`config.mk`:
```
export PLATFORM = sky130hd
export DESIGN_NAME = reg_bank
export DESIGN_NICKNAME = d
export VERILOG_FILES = /design/src/rtl/reg_bank.sv
export SDC_FILE = /design/constraint.sdc
export NUM_CORES = 1
export LEC_CHECK = 0
export BUFFER_PORTS_ARGS = -buffer_cell sky130_fd_sc_hd__clkbuf_2
export CAP_MARGIN = 0
export CORE_MARGIN = 2
export CORE_UTILIZATION = 35
export DETAILED_ROUTE_END_ITERATION = 8
export SYNTH_ARGS = -nofsm -noshare
export SYNTH_HDL_FRONTEND = slang
export SYNTH_SLANG_ARGS = --single-unit
```
`constraint.sdc`:
```
create_clock -name clk -period 2.7 [get_ports clk]
set_clock_uncertainty 0.05 [all_clocks]
set_input_delay 0.54 -clock clk [delete_from_list [all_inputs] [get_ports clk]]
set_output_delay 0.54 -clock clk [all_outputs]
set_load 0.01 [all_outputs]
```
`src/rtl/reg_bank.sv`:
```
// reg_bank: nlp16af architectural register file (15 stored entries, ZR reads 0) with IP/SP/FLAG side ports.
// Define REG_BANK_BYPASS_EN to forward same-cycle general writes to rd_data and flag_in to flag_true.
module reg_bank #(
    parameter int                DATA_W   = 16,
    parameter int                N_RD     = 2,
    parameter logic [DATA_W-1:0] SP_RESET = {DATA_W{1'b1}},
    parameter logic [DATA_W-1:0] IP_RESET = '0
) (
    input  logic                     clk,
    input  logic                     rst_n,
    input  logic [N_RD*4-1:0]        rd_id,
    output logic [N_RD*DATA_W-1:0]   rd_data,
    input  logic                     wr_en,
    input  logic [3:0]               wr_id,
    input  logic [DATA_W-1:0]        wr_data,
    input  logic                     ip_inc,
    input  logic                     sp_dec,
    input  logic                     sp_inc,
    input  logic                     flag_we,
    input  logic [3:0]               flag_in,
    input  logic [2:0]               flag_sel,
    output logic                     flag_true,
    output logic [DATA_W-1:0]        ip_q,
    output logic [DATA_W-1:0]        sp_q
);
    localparam int FLAG = 4;
    localparam int IP   = 13;
    localparam int SP   = 14;
    localparam logic [3:0] ZR = 4'hF;
    localparam logic [DATA_W-1:0] ONE = DATA_W'(1);

    logic [DATA_W-1:0] r_regs [15];
    logic [DATA_W-1:0] w_next [15];
    logic [DATA_W-1:0] w_view [16];
    logic [3:0]        w_flags;

    // General write wins over the dedicated step/flag ports on the same register
    always_comb begin
        for (int i = 0; i < 15; i++)
            w_next[i] = (wr_en && wr_id == 4'(i)) ? wr_data : r_regs[i];
        if (!(wr_en && wr_id == 4'(IP)) && ip_inc)
            w_next[IP] = r_regs[IP] + ONE;
        if (!(wr_en && wr_id == 4'(SP)) && (sp_inc ^ sp_dec))
            w_next[SP] = sp_inc ? r_regs[SP] + ONE : r_regs[SP] - ONE;
        if (!(wr_en && wr_id == 4'(FLAG)) && flag_we)
            w_next[FLAG][3:0] = flag_in;
    end

    always_ff @(posedge clk or negedge rst_n) begin
        if (!rst_n) begin
            for (int i = 0; i < 15; i++)
                r_regs[i] <= (i == IP) ? IP_RESET : (i == SP) ? SP_RESET : '0;
        end else begin
            for (int i = 0; i < 15; i++)
                r_regs[i] <= w_next[i];
        end
    end

    always_comb begin
        for (int i = 0; i < 15; i++)
            w_view[i] = r_regs[i];
        w_view[15] = '0;
    end

    always_comb begin
        rd_data = '0;
        for (int k = 0; k < N_RD; k++) begin
`ifdef REG_BANK_BYPASS_EN
            rd_data[DATA_W*k +: DATA_W] = (wr_en && wr_id != ZR && rd_id[4*k +: 4] == wr_id)
                                        ? wr_data : w_view[rd_id[4*k +: 4]];
`else
            rd_data[DATA_W*k +: DATA_W] = w_view[rd_id[4*k +: 4]];
`endif
        end
    end

    always_comb begin
        w_flags = r_regs[FLAG][3:0];
`ifdef REG_BANK_BYPASS_EN
        if (flag_we && !(wr_en && wr_id == 4'(FLAG)))
            w_flags = flag_in;
`endif
        flag_true = (flag_sel == 3'd0) ? 1'b1 : flag_sel[2] ? w_flags[flag_sel[1:0]] : 1'b0;
    end

    assign ip_q = r_regs[IP];
    assign sp_q = r_regs[SP];
endmodule

```
After elaboration in Yosys (flattened, before gate mapping)
Index checks and enable logic that the tools add are counted.
{"block": "op_classes", "add_sub_neg": 3, "order_cmp": 3, "eq_ne": 14, "muxes": 17, "n_bitwise": 3, "n_reduce_logical": 26}
{"cell": "16-bit 2-to-1 mux", "n": 9}
{"cell": "16-bit binary-select mux with 4-bit select", "n": 2}
{"cell": "16-bit by 1-bit adder with 16-bit output, second input constant", "n": 2}
{"cell": "4-bit == test, second input constant", "n": 7}
{"cell": "1-bit logical AND", "n": 18}
{"cell": "4-bit by 3-bit == test with 1-bit output, second input constant", "n": 4}
{"cell": "16-bit by 1-bit subtractor with 16-bit output, second input constant", "n": 1}
{"cell": "5-bit >= comparator, second input constant", "n": 2}
{"cell": "4-bit inverter with 5-bit output", "n": 2}
{"cell": "4-bit by 2-bit == test with 1-bit output, second input constant", "n": 2}
{"cell": "4-bit 2-to-1 mux", "n": 2}
{"cell": "2-bit nonzero test", "n": 3}
{"cell": "4-bit by 1-bit == test with 1-bit output, second input constant", "n": 1}
{"cell": "4-bit logical NOT", "n": 1}
{"cell": "1-bit logical NOT", "n": 3}
{"cell": "3-bit logical NOT", "n": 1}
{"cell": "2-bit by 3-bit < comparator with 1-bit output, second input constant", "n": 1}
{"cell": "1-bit 2-to-1 mux", "n": 3}
{"cell": "1-bit binary-select mux with 2-bit select", "n": 1}
{"cell": "1-bit bitwise XOR", "n": 1}
{"block": "word_totals", "ff_bits": 240, "word_cells": 82}

Longest topological paths before layout
Gate-level depths: netlist of run 1.
{"block": "logic_depth", "word_depth": 5, "mapped_depth": 10, "depth_no_buf": 8}

Worst setup path before layout of run 1
No wires, ideal clock.
{"block": "synth_timing", "path_type": "input-to-reg", "startpoint": "in sp_inc", "endpoint": "reg r_regs (netlist bit sp_q[12])", "arrival_ns": 2.627, "required_ns": 2.568, "path_slack_ns": -0.058, "stages": 9, "n_path_buf": 1, "cell_sequence": "clkbuf_1 -> inv_1 -> ha_1 -> and2b_1 -> o31ai_4 -> a21oi_1 -> a2111oi_2 -> nor3_1 -> o31a_1"}
{"block": "synth_between", "elab_chain_len": 3}
{"element": "from (decl)", "line": "18", "text": "input logic sp_inc,"}
{"element": "1-bit bitwise XOR", "line": "43", "text": "if (!(wr_en && wr_id == 4'(SP)) && (sp_inc ^ sp_dec))"}
{"element": "1-bit logical AND", "line": "43"}
{"element": "16-bit 2-to-1 mux or 2-bit nonzero test (tied branches)"}
{"element": "to (signal, indexed assignment)", "line": "52", "text": "r_regs[i] <= (i == IP) ? IP_RESET : (i == SP) ? SP_RESET : '0;"}
{"element": "to (signal, indexed assignment)", "line": "55", "text": "r_regs[i] <= w_next[i];"}
{"element": "to (decl)", "line": "32", "text": "logic [DATA_W-1:0] r_regs [15];"}
Several ways; a longest one is shown, not always the timed one.
A chain may end at the register's enable or synchronous reset.

Final worst setup path of run 1
{"block": "layout_timing", "startpoint": "reg r_regs[191] (netlist bit)", "endpoint": "out rd_data[15]"}
{"block": "layout_between", "elab_chain_len": 3}
{"element": "16-bit binary-select mux with 4-bit select", "line": "72", "text": "rd_data[DATA_W*k +: DATA_W] = w_view[rd_id[4*k +: 4]];"}
{"element": "16-bit 2-to-1 mux (implied by the code) (2 in series)", "line": "72"}
{"element": "to (decl)", "line": "12", "text": "output logic [N_RD*DATA_W-1:0] rd_data,"}
No other way between the ends. The select of a mux whose other input is x is not followed.

==> impl_results.md, run 1 <==
* Share of the yosys chip area belonging to registers at 42.2%
* Count of buffers from port buffering at 106
* Cts bufs inserted at 27
* Violated checks: setup timing
* Wire length per cell at 23.9 µm
* Number of antenna repair diodes at 0
* XOR/XNOR share of the synthesized area at 1.41%
* CP Data Arrival Time at 2.12 ns
* Area contributors post-synth: sky130_fd_sc_hd__dfrtp_1 (39%), sky130_fd_sc_hd__mux4_2 (20%), sky130_fd_sc_hd__mux2_2 (16%)
* Worst slack at placement at -0.107 ns
* Detailed-placement wirelength estimate at 29000 µm
* Multiplexer fraction of the synthesized cell area at 39.0%
* Slew HR at 62.9%
* Drt via density at 5.63
* Most used flip-flop cell after synthesis: sky130_fd_sc_hd__dfrtp_1
* Adder-cell share of the synthesized area at 1.45%
* Master of the slowest instance on the critical path: sky130_fd_sc_hd__mux4_2
* R2r startpoint: sp_q[0]
* Share of synthesized registers carrying an async set or reset at 100%
* Worst Path Max Fanout at 3
* First element of the critical path: r_regs[191]
* Critical path required time at 2.11 ns
* Avg Inst Size Synth at 13.3 µm²
* CTS root buf: sky130_fd_sc_hd__clkbuf_16
* Dominant combinational cell family by area after synthesis: multiplexers
* Simple-gate area share of the yosys netlist at 5.94%
* Startpoint class of the critical path: flop
* Biggest cell delay along the critical path at 0.54 ns
* Most used cell along the critical path: sky130_fd_sc_hd__mux4_2
* Start-to-end type of the worst setup path: flop to output port
* Synth Register Bits at 240
* Number of buffers on the longest clock path at 3
* Initial Util at 35.2%
* Pwr/cell area at 830 nW/µm²
* Max Freq at 370 MHz
* CP delay by family, top: multiplexers
* Post-synthesis net count at 1133
* Final count of negative-setup-slack endpoints at 2
* Clock slew seen by the registers of the worst setup and hold paths at 0.06 ns
* Total routed wirelength at 41500 µm
* Overall track demand over capacity in global routing at 19.7%
* Class of the worst hold path: input port to flop
* Number of core rows at 74
* Cell chain of the critical path: mux4_2, mux4_2, buf_6
* Dominant cell by count in the synthesized netlist: sky130_fd_sc_hd__dfrtp_1
* Core Box Area at 40600 µm²
* Routability cong. at 0.875
* Share of Yosys cell area claimed by the top area cell type at 39.2%
* Number of flops mapped to enable cells by yosys at 0
* Setup tns final at -0.00780 ns
* Count of warnings emitted by yosys at 0
* Number of instances in the synthesized netlist at 1075
* Remaining antenna violation count after routing at 0
* Fraction of final layout cells sized beyond drive strength 1 at 50.5%
* PnR worst setup slack at -0.00593 ns
* Total gr overflow at 0
* Post-synth top cells: sky130_fd_sc_hd__dfrtp_1 (224), sky130_fd_sc_hd__mux2_2 (203), sky130_fd_sc_hd__mux4_2 (128), sky130_fd_sc_hd__nand2_1 (75), sky130_fd_sc_hd__o21ai_0 (58)
* Net total in the final layout at 1245
* Cell variety after synth at 60
* Worst voltage drop across the vdd grid at 0.342 mV
* Shortest clock period the worst path allows after layout at 2.71 ns
* DR vias at 9763
* Actual slew at the worst max-slew pin at 0.556 ns
* Kind of capture point of the worst setup path: output port
* CTS HTree Levels at 1
* Number of clock sinks at 240
* Number of failing hold endpoints at the final stage at 0
* DIE HEIGHT at 206 µm
* Post-route cell area at 16900 µm²
* DRC viols at 0
* Origin of the worst min-delay path: flag_in[0]
* Number of fill cells in the layout at 3787
* Unrepaired setup endpoints after global routing: yes
* CTS tree: built
* Antenna violations before repair at 0
* Period utilisation layout at 100%
* Combined buffer and inverter count along the critical path at 1
* Number of maximum-capacitance violations at 0
* Max Transition Viols Final at 0
* Netlist area before placement at 14300 µm²
* First-pass detailed-route iteration total at 5
* Largest net degree at the start of global routing at 65
* Syn-to-layout area delta at 18.0%
* Total placed instance area at 15800 µm²
* Horizontal extent of the die at 206 µm
* Total Die Area at 42500 µm²
* Result of the run: finished, violations left
* Leading area contributor after synthesis: sky130_fd_sc_hd__dfrtp_1
* Reported leakage power at 7.09 nW
* Synthesized-area fraction occupied by ao, oa, aoi and oai cells at 5.18%
* Initial drt markers at 628
* Via count of the first global-routing pass at 10031
* First-pass GRT wire length at 63000 µm
* Clock latency on the worst-skew pair at 0.55 ns
* Total I/O pin count at 107
-- worst paths after layout --
path	to	slack, ns	cells past startpoint
max	rd_data[15]	-0.006	3
min in group asynchronous	r_regs[42]	0.49	2
max reg2reg	sp_q[8]	0.24	8
max in group asynchronous	sp_q[5]	1.28	3
min	r_regs[160]	0.27	3
min reg2reg	r_regs[200]	0.47	1
-- where the power goes --
group / internal [mW] / switching (mW) / total (mW)
sequential: 4.63 / 0.942 / 5.57
combinational: 2.68 / 2.17 / 4.85
clock: 2.08 / 1.50 / 3.58
total: 9.38 / 4.61 / 14.0
-- tightest hold or removal path: stages --
cell and delay [ns]:
sky130_fd_sc_hd__clkbuf_2 0.07, sky130_fd_sc_hd__mux2i_1 0.05, sky130_fd_sc_hd__a21oi_1 0.13
-- registers in the layout, summed over array words and instances (netlist names) --
name,cells
r_regs,208
ip_q,16
sp_q,16
-- cell families (layout without fill, tap and decap cells) --
family,Yosys count,count (layout)
compound gates,124,124
xor+xnor,23,23
fa+ha+maj,16,16
buf+inv,126,254
flops,240,240
mux,371,371
simple gates,175,175
-- cell usage in the layout, fill, tap and decap left out, types with 4 or more instances in the layout --
| cell | count |
|---|---|
| sky130_fd_sc_hd__a21oi_1 | 28 |
| sky130_fd_sc_hd__nor2b_1 | 4 |
| sky130_fd_sc_hd__nor2_2 | 4 |
| sky130_fd_sc_hd__o21a_1 | 5 |
| sky130_fd_sc_hd__nand2b_1 | 5 |
| sky130_fd_sc_hd__ha_1 | 15 |
| sky130_fd_sc_hd__buf_6 | 12 |
| sky130_fd_sc_hd__nand2_1 | 75 |
| sky130_fd_sc_hd__inv_1 | 6 |
| sky130_fd_sc_hd__buf_12 | 22 |
| sky130_fd_sc_hd__dfrtp_1 | 222 |
| sky130_fd_sc_hd__a211oi_1 | 4 |
| sky130_fd_sc_hd__clkbuf_16 | 27 |
| sky130_fd_sc_hd__dfstp_2 | 16 |
| sky130_fd_sc_hd__nor2_1 | 27 |
| sky130_fd_sc_hd__a31oi_1 | 5 |
| sky130_fd_sc_hd__and3_1 | 11 |
| sky130_fd_sc_hd__clkbuf_8 | 6 |
| sky130_fd_sc_hd__nor3_1 | 10 |
| sky130_fd_sc_hd__nand4_1 | 4 |
| sky130_fd_sc_hd__mux4_2 | 128 |
| sky130_fd_sc_hd__clkbuf_1 | 5 |
| sky130_fd_sc_hd__o21ai_0 | 47 |
| sky130_fd_sc_hd__buf_4 | 70 |
| sky130_fd_sc_hd__clkbuf_2 | 92 |
| sky130_fd_sc_hd__nand3_1 | 16 |
| sky130_fd_sc_hd__xnor2_1 | 13 |
| sky130_fd_sc_hd__o21ai_1 | 15 |
| sky130_fd_sc_hd__xor2_1 | 10 |
| sky130_fd_sc_hd__mux2_2 | 203 |
| sky130_fd_sc_hd__mux2i_1 | 39 |
-- per-stage QoR --
step                      utilization [%]  power (mW)  hold WS [ns]  cells
final                                41.6        14.0         0.265   1735
after global placement               38.9        10.2         0.451   1680
after detailed placement             38.9        10.4         0.461   1680
after global routing                 41.6        14.8         0.284   1735
after CTS                            41.3        14.0         0.238   1731
after floorplan                         -        8.74         0.194   1075
-- routing by layer --
layer / share of wire [%] / GRT usage (%)
met2: 50 / 33.6
met4: 2.5 / 5.23
met5: 0 / 0
met1: 43 / 26.7
met3: 4.8 / 2.49
-- layout make-up --
class                      count  area (µm²)  area share, %
tap                          532         666           3.95
multi-input combinational    709        7610           45.1
inverter                       7        26.3          0.156
timing repair buffer         202        1680           9.99
clock buffer                  38         777           4.61
clock inverter                 7        68.8          0.408
sequential                   240        6030           35.8
-- repair_timing --
action / 4_1_cts / 5_1_grt
setup buffers: 2 / 4
hold buffers: 1 / 0
resized for setup: 15 / 32
gates cloned: 3 / 0
endpoints found under the setup margin: 31 / 25
endpoints found under the hold margin: 51 / 0
No activity file was read; power rests on OpenSTA's default activity.
==> run 2: changes to the inputs <==
Settings changed: CELL_PAD_IN_SITES_DETAIL_PLACEMENT from default to 1, CELL_PAD_IN_SITES_GLOBAL_PLACEMENT from default to 1, PLACE_DENSITY_LB_ADDON from default to 0.1.
==> run 2 against run 1 <==
  * The run still ends with setup timing left
  * Sequential share of layout area decreased by 0.86 points
  * Clock power increased by 18%
  * Largest cell class unchanged
  * Final area increased by 2.4%
  * Setup slack got worse by 0.035 ns
==> impl_results.md, run 2 (same netlist as run 1, synthesis figures left out) <==
* DRC viols at 0
* Worst voltage drop across the vdd grid at 0.466 mV
* Shortest clock period the worst path allows after layout at 2.74 ns
* Number of core rows at 74
* Most used cell along the critical path: sky130_fd_sc_hd__mux4_2
* Horizontal extent of the die at 206 µm
* Core Box Area at 40600 µm²
* DIE HEIGHT at 206 µm
* Overall track demand over capacity in global routing at 23.1%
* Biggest cell delay along the critical path at 0.55 ns
* Routability cong. at 0.797
* First-pass detailed-route iteration total at 5
* Net total in the final layout at 1268
* Reported leakage power at 7.31 nW
* Class of the worst hold path: input port to flop
* Unrepaired setup endpoints after global routing: yes
* Slew HR at 58.3%
* Cell chain of the critical path: mux4_2, mux4_2, buf_6
* Most frequent standard cell in the layout excluding fill and tap cells: sky130_fd_sc_hd__dfrtp_1
* Register name with the most flops: r_regs
* Kind of capture point of the worst setup path: output port
* Detailed-routed wire length on met3 at 1950 µm
* Pwr/cell area at 865 nW/µm²
* Count of buffers from port buffering at 106
* Commonest non-fill, non-tap cells in the layout: sky130_fd_sc_hd__dfrtp_1 (223), sky130_fd_sc_hd__mux2_2 (203), sky130_fd_sc_hd__mux4_2 (128)
* Violated checks: setup timing
* Fraction of final layout cells sized beyond drive strength 1 at 52.3%
* Actual slew at the worst max-slew pin at 0.625 ns
* Max Freq at 365 MHz
* Initial Util at 35.2%
* Antenna violations before repair at 3
* Start-to-end type of the worst setup path: flop to output port
* Hold_ws at 0.248 ns
* Result of the run: finished, violations left
* Setup tns final at -0.239 ns
* Number of clock sinks at 240
* Master of the slowest instance on the critical path: sky130_fd_sc_hd__mux4_2
* Final core utilization at 42.6%
* DR vias at 9916
* Total gr overflow at 0
* Worst Path Max Fanout at 3
* CP Data Arrival Time at 2.15 ns
* CTS HTree Levels at 1
* Number of maximum-capacitance violations at 0
* Final count of negative-setup-slack endpoints at 13
* Number of failing hold endpoints at the final stage at 0
* CTS root buf: sky130_fd_sc_hd__clkbuf_16
* Period utilisation layout at 102%
* Critical path required time at 2.11 ns
* Max FFs per register at 208
* Syn-to-layout area delta at 20.8%
* Startpoint class of the critical path: flop
* Total routed wire length on the met1 layer at 21900 µm
* Remaining antenna violation count after routing at 0
* DR WL met2 at 22700 µm
* Number of buffers on the longest clock path at 3
* Total I/O pin count at 107
* CTS tree: built
* Combined buffer and inverter count along the critical path at 1
* Worst slack at placement at -0.192 ns
* Total Die Area at 42500 µm²
* Clock slew seen by the registers of the worst setup and hold paths at 0.06 ns
* PnR worst setup slack at -0.0406 ns
* Number of fill cells in the layout at 4195
* Max Transition Viols Final at 0
* Clock latency on the worst-skew pair at 0.58 ns
* Initial drt markers at 620
* Total routed wirelength at 47400 µm
* Top Layer Used: met4
* CP delay by family, top: multiplexers
* Via count of the first global-routing pass at 10538
* First-pass GRT wire length at 71800 µm
* Drt via density at 5.62
* Largest net degree at the start of global routing at 62
* Cts bufs inserted at 28
* Wire length per cell at 26.9 µm
* Detailed-placement wirelength estimate at 33400 µm
run 2: path summary, 6_finish.rpt:
| check | start | endpoint | slack, ns | depth (start not counted) |
|---|---|---|---|---|
| min in group asynchronous | rst_n | r_regs[96] | 0.44 | 2 |
| max in group asynchronous | rst_n | sp_q[6] | 1.44 | 3 |
| worst max-delay path | r_regs[239] | rd_data[31] | -0.04 | 3 |
| worst min-delay path | flag_in[3] | r_regs[163] | 0.25 | 3 |
| worst max register to register | sp_q[1] | sp_q[15] | 0.15 | 8 |
| worst min register to register | r_regs[185] | r_regs[185] | 0.48 | 1 |
run 2: layout make-up:
cell class              instances  area (µm²)  share of cell area [%]
diodes                          3        7.51                  0.0435
flip-flops and latches        240        6030                    34.9
clock buffers                  36         791                    4.58
well taps                     532         666                    3.85
inverters                       7        26.3                   0.152
repair buffers                224        1880                    10.9
clock inverters                14         236                    1.37
multi-input cells             709        7640                    44.2
run 2: metal layers:
metal / track usage [%] / vias to the layer above
li1: - / 4334
met1: 32.9 / 5317
met2: 37.4 / 208
met3: 3.04 / 57
met4: 5.59 / 0
met5: 0 / -
run 2: stage by stage:
step                      cells  instance area, µm²  total power [mW]
after floorplan            1075               14300              8.74
after CTS                  1756               17200              15.0
final                      1765               17300              14.9
after detailed placement   1696               15900              10.6
after global routing       1765               17300              15.8
after global placement     1696               15900              10.5
run 2: worst reg2reg max path, stage by stage (launching register included):
cell and delay [ns]:
sky130_fd_sc_hd__dfstp_2 0.59, sky130_fd_sc_hd__ha_1 0.29, sky130_fd_sc_hd__a211oi_4 0.32, sky130_fd_sc_hd__nor4b_4 0.11, sky130_fd_sc_hd__nor4_1 0.44, sky130_fd_sc_hd__buf_4 0.20
sky130_fd_sc_hd__a211oi_1 0.04, sky130_fd_sc_hd__nand3b_1 0.16, sky130_fd_sc_hd__a211o_1 0.27
run 2: what timing repair did:
item | in CTS | in global routing
hold endpoints to repair | 48 | 0
setup endpoints to repair | 31 | 33
gates resized for setup | 19 | 36
cloned | 4 | 0
hold buffers | 1 | 0
buffers inserted | 5 | 6
run 2: where the power goes:
part / internal (mW) / switching (mW) / total, mW
logic: 2.78 / 2.31 / 5.09
registers: 4.62 / 0.984 / 5.61
clock network: 2.63 / 1.60 / 4.23
